$ cat config.mk
export PLATFORM = sky130hd
export DESIGN_NAME = fetch_unit
export DESIGN_NICKNAME = d
export VERILOG_FILES = /design/src/rtl/fetch_pkg.sv /design/src/rtl/fetch_queue.sv /design/src/rtl/fetch_unit.sv
export SDC_FILE = /design/constraint.sdc
export NUM_CORES = 1
export LEC_CHECK = 0
export BUFFER_PORTS_ARGS = -buffer_cell sky130_fd_sc_hd__buf_2
export CAP_MARGIN = 40
export CORE_MARGIN = 4
export CORE_UTILIZATION = 56
export DETAILED_ROUTE_END_ITERATION = 16
export PLACE_DENSITY = 0.85
export SYNTH_ARGS = -nofsm -noshare
export SYNTH_HDL_FRONTEND = slang
export SYNTH_HIERARCHICAL = 1
export SYNTH_SLANG_ARGS = --single-unit
$ cat constraint.sdc
create_clock -name clk -period 10.4 [get_ports clk]
set_input_delay 0.52 -clock clk [delete_from_list [all_inputs] [get_ports clk]]
set_output_delay 0.52 -clock clk [all_outputs]
set_load 0.02 [all_outputs]
$ cat src/rtl/fetch_pkg.sv
// fetch_pkg: shared types and constants for the miniRV instruction fetch stage.
//   fetch_entry_t    - one buffered fetch: PC of the word and the word itself
//   RESET_PC_DEFAULT - PC loaded on reset unless the top is overridden
//   INST_BYTES       - PC increment per sequential fetch
package fetch_pkg;

  typedef struct packed {
    logic [31:0] pc;
    logic [31:0] inst;
  } fetch_entry_t;

  localparam logic [31:0] RESET_PC_DEFAULT = 32'h8000_0000;
  localparam logic [31:0] INST_BYTES       = 32'd4;

endpackage

$ cat src/rtl/fetch_queue.sv
// fetch_queue: synchronous FIFO of fetch_entry_t between fetch and decode.
//   clk, rst_n     - clock, asynchronous active-low reset (storage zeroed)
//   push_i, wdata_i- enqueue one entry (ignored when full without a pop)
//   pop_i          - dequeue the head (caller only pops when not empty)
//   flush_i        - discard all entries; dominates push and pop
//   rdata_o        - head slot contents (last head slot when empty)
//   full_o, empty_o- occupancy flags
// Pointers carry an extra wrap bit so full and empty are distinguishable
// when the index bits match.
module fetch_queue
  import fetch_pkg::*;
#(
  parameter int DEPTH = 2
) (
  input  logic         clk,
  input  logic         rst_n,
  input  logic         push_i,
  input  logic         pop_i,
  input  logic         flush_i,
  input  fetch_entry_t wdata_i,
  output fetch_entry_t rdata_o,
  output logic         full_o,
  output logic         empty_o
);

  localparam int AW = (DEPTH > 1) ? $clog2(DEPTH) : 1;

  fetch_entry_t    mem_q [DEPTH];
  logic [AW:0]     wr_ptr_q;
  logic [AW:0]     rd_ptr_q;
  logic            do_push;
  logic            do_pop;

  assign empty_o = (wr_ptr_q == rd_ptr_q);
  assign full_o  = (wr_ptr_q[AW] != rd_ptr_q[AW]) &&
                   (wr_ptr_q[AW-1:0] == rd_ptr_q[AW-1:0]);
  assign rdata_o = mem_q[rd_ptr_q[AW-1:0]];

  // When full, a simultaneous pop frees the head slot, which is exactly the
  // slot the write pointer indexes, so the overwrite is safe.
  assign do_push = push_i && (!full_o || pop_i);
  assign do_pop  = pop_i && !empty_o;

  always_ff @(posedge clk or negedge rst_n) begin
    if (!rst_n) begin
      for (int i = 0; i < DEPTH; i++) begin
        mem_q[i] <= '0;
      end
      wr_ptr_q <= '0;
      rd_ptr_q <= '0;
    end else if (flush_i) begin
      // Empty the queue by catching the read pointer up to the write pointer.
      rd_ptr_q <= wr_ptr_q;
    end else begin
      if (do_push) begin
        mem_q[wr_ptr_q[AW-1:0]] <= wdata_i;
        wr_ptr_q                <= wr_ptr_q + (AW+1)'(1);
      end
      if (do_pop) begin
        rd_ptr_q <= rd_ptr_q + (AW+1)'(1);
      end
    end
  end

endmodule

$ cat src/rtl/fetch_unit.sv
// fetch_unit: miniRV instruction fetch stage.
//   clk, rst_n                - core clock, asynchronous active-low reset
//   rom_addr                  - ROM read address (the PC register)
//   rom_rdata                 - ROM word for rom_addr, same cycle
//   redirect_valid/redirect_pc- control-flow change from execute; flushes
//                               the queue and restarts fetch at the target
//   inst_valid/inst_ready     - head handshake toward decode
//   inst, inst_pc             - head instruction word and its PC
//   fetch_count               - instructions enqueued since reset (wraps)
// Handshake: an instruction transfers to decode on a rising edge where
// inst_valid && inst_ready; inst_valid/inst/inst_pc stay stable while
// inst_valid && !inst_ready unless a redirect flushes the queue.
module fetch_unit
  import fetch_pkg::*;
#(
  parameter logic [31:0] RESET_PC    = RESET_PC_DEFAULT,
  parameter int          QUEUE_DEPTH = 2
) (
  input  logic        clk,
  input  logic        rst_n,
  output logic [31:0] rom_addr,
  input  logic [31:0] rom_rdata,
  input  logic        redirect_valid,
  input  logic [31:0] redirect_pc,
  output logic        inst_valid,
  input  logic        inst_ready,
  output logic [31:0] inst,
  output logic [31:0] inst_pc,
  output logic [31:0] fetch_count
);

  logic [31:0]  pc_q, pc_d;
  logic [31:0]  count_q, count_d;
  logic         q_full;
  logic         q_empty;
  logic         push;
  logic         pop;
  fetch_entry_t wr_entry;
  fetch_entry_t head_entry;

  assign pop  = !q_empty && inst_ready;
  // A redirect cancels this cycle's fetch: the word at pc is off-path.
  assign push = !redirect_valid && (!q_full || pop);

  assign wr_entry.pc   = pc_q;
  assign wr_entry.inst = rom_rdata;

  fetch_queue #(
    .DEPTH (QUEUE_DEPTH)
  ) u_queue (
    .clk     (clk),
    .rst_n   (rst_n),
    .push_i  (push),
    .pop_i   (pop),
    .flush_i (redirect_valid),
    .wdata_i (wr_entry),
    .rdata_o (head_entry),
    .full_o  (q_full),
    .empty_o (q_empty)
  );

  always_comb begin
    pc_d    = pc_q;
    count_d = count_q;
    if (redirect_valid) begin
      pc_d = {redirect_pc[31:2], 2'b00};
    end else if (push) begin
      pc_d    = pc_q + INST_BYTES;
      count_d = count_q + 32'd1;
    end
  end

  always_ff @(posedge clk or negedge rst_n) begin
    if (!rst_n) begin
      pc_q    <= RESET_PC;
      count_q <= '0;
    end else begin
      pc_q    <= pc_d;
      count_q <= count_d;
    end
  end

  assign rom_addr    = pc_q;
  assign inst_valid  = !q_empty;
  assign inst        = head_entry.inst;
  assign inst_pc     = head_entry.pc;
  assign fetch_count = count_q;

endmodule
## After elaboration in Yosys (flattened, before gate mapping)

Cells that the tools add are included.

| storage, ports and cells | value |
|---|---|
| bits in registers | 196 |
| logic and storage cells | 45 |
| input port bits | 68 |
| output and inout port bits | 129 |

| operators by class | value |
|---|---|
| muxes and demuxes | 10 |
| reduce and logical (&&, ||, !) cells | 14 |
| equal/unequal tests | 3 |
| bitwise operators | 3 |
| add/sub/neg operators | 4 |
| magnitude comparators | 3 |

Operators with widths:

| cell | count |
|---|---|
| two-way mux 64 bit | 4 |
| bitwise mux 128 bit | 1 |
| demux 64 bit (select 1 bit) | 1 |
| two-way mux 32 bit | 2 |
| adder 32 x 1 -> 32 bit, second input constant | 1 |
| adder 32 x 3 -> 32 bit, second input constant | 1 |
| logical AND 1 bit | 6 |
| adder 2 x 1 -> 2 bit, second input constant | 2 |
| greater-or-equal comparator 2 bit, second input constant | 2 |
| two-way mux 2 bit | 2 |
| NOT 1 -> 2 bit | 2 |
| AND reduction 2 bit | 2 |
| nonzero test 2 bit | 2 |
| zero test 1 bit | 3 |
| == test 2 bit | 1 |
| less-than comparator 2 x 1 -> 1 bit, second input constant | 1 |
| == test 1 bit | 1 |
| logical OR 1 bit | 1 |
| inequality test 1 bit | 1 |
| NOT 1 bit | 1 |

## Depth between registers and ports, before layout

| depth | value |
|---|---|
| depth in word-level cells | 7 |
| gate-level depth with buffers | 15 |
| depth with buffers taken out | 9 |

## Cells and area by module

The synthesis kept the hierarchy.

Modules (own cells, without submodules):

| module | instances | sequential area each (sq um) | cells an instance | area an instance (sq um) |
|---|---|---|---|---|
| fetch_queue | 1 | 3303.2 | 375 | 5801.8 |
| fetch_unit | 1 | 1552.7 | 341 | 3429.5 |

## Least setup slack after synthesis

Ideal clock, no wire load.

| timing path | value |
|---|---|
| path kind | register -> register |
| from | register u_queue.rd_ptr_q[0] |
| to | register u_queue/mem_q[85] (netlist bit) |
| path buffers | 6 |
| library setup time | 0.125 ns |
| stages on the path, launching flop included | 16 |
| slack | 6.964 ns |
| data arrival time | 3.311 ns |
| clock period less this slack | 3.436 ns |
| required time | 10.275 ns |
| cells stage by stage | dfrtp_1 > clkbuf_1 > buf_2 > buf_1 > xor2_1 > nor2_1 > nand2b_1 > buf_6 > inv_4 > buf_6 > nor2_1 > nor2_1 > nand2b_1 > a211oi_4 > buf_6 > mux2_2 |

| between the ends | value |
|---|---|
| longest elaborated chain between the ends | 7 |
| elaborated cells between the ends (all ways) | 10 |
| those cells by class | 2 x eq/ne; 8 x reduce/logical |

Ends and longest elaborated chain:

| element | line | source |
|---|---|---|
| start, declared | fetch_queue.sv:30 | `logic [AW:0] rd_ptr_q;` |
| start signal, assigned | fetch_queue.sv:53 | `rd_ptr_q <= wr_ptr_q;` |
| start signal, assigned | fetch_queue.sv:60 | `rd_ptr_q <= rd_ptr_q + (AW+1)'(1);` |
| == test 2 bit | fetch_queue.sv:34 | `assign empty_o = (wr_ptr_q == rd_ptr_q);` |
| via q_empty | fetch_unit.sv:35 | `logic q_empty;` |
| zero test 1 bit | fetch_unit.sv:41 | `assign pop = !q_empty && inst_ready;` |
| logical AND 1 bit | fetch_unit.sv:41 |  |
| via pop | fetch_unit.sv:37 | `logic pop;` |
| logical OR 1 bit | fetch_unit.sv:43 | `assign push = !redirect_valid && (!q_full \|\| pop);` |
| logical AND 1 bit | fetch_unit.sv:43 |  |
| via push | fetch_unit.sv:36 | `logic push;` |
| logical AND 1 bit | fetch_queue.sv:41 | `assign do_push = push_i && (!full_o \|\| pop_i);` |
| AND reduction 2 bit (no source line) | -- |  |
| end signal, assigned by index | fetch_queue.sv:56 | `mem_q[wr_ptr_q[AW-1:0]] <= wdata_i;` |
| end, declared | fetch_queue.sv:28 | `fetch_entry_t mem_q [DEPTH];` |

The timed path passes the listed nets, and every way through them passes these cells.
A chain may end at the register's enable or synchronous reset.

## Worst setup path after layout

| timing path | value |
|---|---|
| from | register u_queue.rd_ptr_q[0] |
| to | register u_queue/mem_q[42] (netlist bit) |

| between the ends | value |
|---|---|
| longest elaborated chain between the ends | 7 |
| elaborated cells between the ends (all ways) | 10 |
| those cells by class | 2 x eq/ne; 8 x reduce/logical |

Ends and longest elaborated chain:

| element | line |
|---|---|
| == test 2 bit | fetch_queue.sv:34 |
| via q_empty | fetch_unit.sv:35 |
| zero test 1 bit | fetch_unit.sv:41 |
| logical AND 1 bit | fetch_unit.sv:41 |
| logical OR 1 bit | fetch_unit.sv:43 |
| logical AND 1 bit | fetch_unit.sv:43 |
| via push | fetch_unit.sv:36 |
| logical AND 1 bit | fetch_queue.sv:41 |
| AND reduction 2 bit (no source line) | -- |

The timed path passes the listed nets, and every way through them passes these cells.

==> qor.yml <==
grt_overflow: 0
utilization_pct: 68.5
slew_violations: 0
ys_seq_area_share_pct: 52.6
cts_buffers: 17
cts_num_sinks: 194
vdd_drop_max_mv: 0.152
crit_path_frequent_cell: "nor2_1"
synth_compound_area_share_pct: 6.40
crit_family: "buffers and inverters"
n_antenna_cell: 0
netlist.area_leader.share_pct: 52.3
clockBufferDepth: 2
area_growth_pct: 18.7
synth_xor_area_share_pct: 4.07
worstPathArrival_ns: 4.55
route.detailed.wl_per_inst_um: 18.3
synthAdderAreaFrac_pct: 0.271
drt-initial-drc-count: 321
synth-simple-area-share_pct: 9.50
first_pass_iters: 5
required_ns: 10.72
min_period_ns: 4.23
synth-main-ff-cell: "dfrtp_1"
critical_path.cell_chain: "buf_16 > xor2_1 > nor2_1 > nand2b_1 > inv_4 > nor2_1 > nor2_1 > nand3b_1 > a21oi_4 > buf_4 > mux2_2"
grt_pass1_vias: 6690
worst_path_largest_cell_delay_ns: 0.65
layout_setup_ws_ns: 6.17
place_ws_ns: 6.16
final_nets: 968
fp.dieW_um: 136
start_kind: "flip-flop"
cp_slowest_cell: "dfrtp_4"
critPathBufInv: 3
antenna_found_initial: 2
hpwl_um: 14300
syn-cell-area_sq_um: 9230
path_class: "reg -> reg"
synth_mux_area_share_pct: 23.7
synth-async-reset-ratio_pct: 100
htree_levels: 4
p_leak_nw: 4.78
ys_warn_count: 6
placementRows: 46
fmax_ghz: 0.236
crit_fanout: 48
fp.coreArea_sq_um: 16000
die-area_sq_um: 18600
port_buffers: 192
clock_skew_ns: 0.00902
tns_ns: 0
maxCapViolCount: 0
insertion_delay_ns: 0.43
end_kind: "flip-flop"
timing.rr.end: "u_queue/mem_q[42]"
cts_tree: "yes"
yosys.area.top_type: "dfrtp_1"
syn_avg_cell_area_sq_um: 12.9
gp_routability_congestion: 0.800
power_density_nw_per_um2: 302
grt_max_degree: 70
hold_viol_final: 0
r2r_cells: 11
start_util_pct: 57.7
layout.cells.non_filler: 1127
netlist_top_cells_area: "dfrtp_1 52%, mux2_2 22%, xnor2_1 3.2%"
cts_setup_buffers: 0
postCtsHoldBufs: 0
finalCritPeriodShare_pct: 40.7
r2r_slack_ns: 6.17
synth_top_family_by_area: "multiplexers"
min_path_type: "in -> async"
wirelength_um: 20700
synth_cell_types: 59
clockRootBuffer: "clkbuf_16"
postRouteAntennaNets: 0
die_h_um: 136
ios: 197
ys_seq_elements: 194
rsz0062_at_grt: "false"
worst_slew_pin_slew_ns: 0.833
track_usage_pct: 23.1
grt_pass1_wl_um: 33900
status: "finished clean"
postSynthCellCount: 716
synth-edff-count: 0
r2r-start: "u_queue/rd_ptr_q[0]"
dp.cells: 1095
post_cts_resized: 0
setup_violations: 0
drive_gt1_share_pct: 47.1
via_count: 6430
worst-path-stages: 11
drc: 0
relSlewSlack_pct: 44.3
clk_pin_slew_ns: 0.07
post_drt_via_cell_ratio: 5.71
==> registers in the layout (all words and copies together), names as in the netlist <==
register / cells
fetch_count: 32
u_queue/mem_q: 128
u_queue/rd_ptr_q: 2
rom_addr: 30
u_queue/wr_ptr_q: 2
==> logic make-up (layout without fill, tap and decap cells) <==
family	after synthesis	count (layout)
flops	194	194
fa+ha+maj	2	2
mux	194	194
xor+xnor	42	42
compound gates	77	77
buf+inv	53	243
other cells	1	6
simple gates	153	153
==> where the power goes <==
group | total (mW) | internal [mW] | switching (mW)
Sequential | 1.25 | 1.05 | 0.201
Clock | 0.655 | 0.364 | 0.291
Combinational | 1.41 | 0.650 | 0.756
==> layout make-up <==
cell class	instances	area [sq um]
well taps	216	270
multi-input cells	474	4080
clock inverters	14	154
clock buffers	18	439
inverters	11	43.8
repair buffers	200	1110
fillers	1182	5040
flip-flops and latches	194	4860
==> cells in the final DEF, fill, tap and decap left out, types with 12 or more instances in the layout <==
cell and instances:
nand4_1 22, mux2_1 15, a31oi_1 16, xnor2_1 34, o21ai_0 16, nand2_1 28
nor2_1 22, dfrtp_1 192, buf_2 191, clkbuf_16 17, mux2_2 178, or4_1 16
o31ai_1 12, nand3_1 25
==> per-stage QoR <==
stage / power, mW / cell area [sq um] / hold slack (ns)
after global placement: 2.60 / 10300 / 0.459
final: 3.31 / 11000 / 0.0454
after global routing: 3.51 / 11000 / 0.0701
after CTS: 3.34 / 11000 / 0.0547
after detailed placement: 2.68 / 10400 / 0.465
after floorplan: 2.26 / 9250 / 0.224
==> per-layer routing <==
layer / vias up / share of wire [%] / GRT usage (%)
met5: - / 0.13 / 0
met2: 217 / 48 / 37.1
met4: 4 / 2.1 / 7.45
met1: 3181 / 42 / 29.6
li1: 2988 / - / -
met3: 40 / 7.7 / 7.85
==> Yosys cell counts (all sizes together), types with 2 or more instances <==
master / n
dfrtp: 193
mux2: 193
xnor2: 34
buf: 29
nand2: 28
nand3: 26
nand4: 23
nor2: 22
o21ai: 19
a31oi: 16
or4: 16
clkbuf: 13
o31ai: 12
inv: 11
and4: 10
xor2: 8
a211oi: 7
o211ai: 7
a21oi: 6
and2: 5
and3: 5
nor2b: 4
nand3b: 3
or3: 3
ha: 2
nand2b: 2
nor3: 2
o2111ai: 2
==> worst max-delay path by stage <==
stage	slack, ns	start	to
floorplan	6.96	u_queue/rd_ptr_q[0]	u_queue/mem_q[85]
global placement	5.60	u_queue/rd_ptr_q[0]	u_queue/mem_q[45]
detailed placement	6.16	u_queue/rd_ptr_q[0]	u_queue/mem_q[3]
CTS	6.15	u_queue/rd_ptr_q[0]	u_queue/mem_q[3]
global route	5.95	u_queue/rd_ptr_q[0]	u_queue/mem_q[3]
finish	6.17	u_queue/rd_ptr_q[0]	u_queue/mem_q[42]
==> worst reg2reg max path, cell delays in order, from the launching register on <==
cell and delay [ns]:
dfrtp_4 0.65, buf_16 0.31, xor2_1 0.23, nor2_1 0.07, nand2b_1 0.40, inv_4 0.31
nor2_1 0.13, nor2_1 0.34, nand3b_1 0.22, a21oi_4 0.48, buf_4 0.54, mux2_2 0.42
Power figures use the tool's default switching activity.
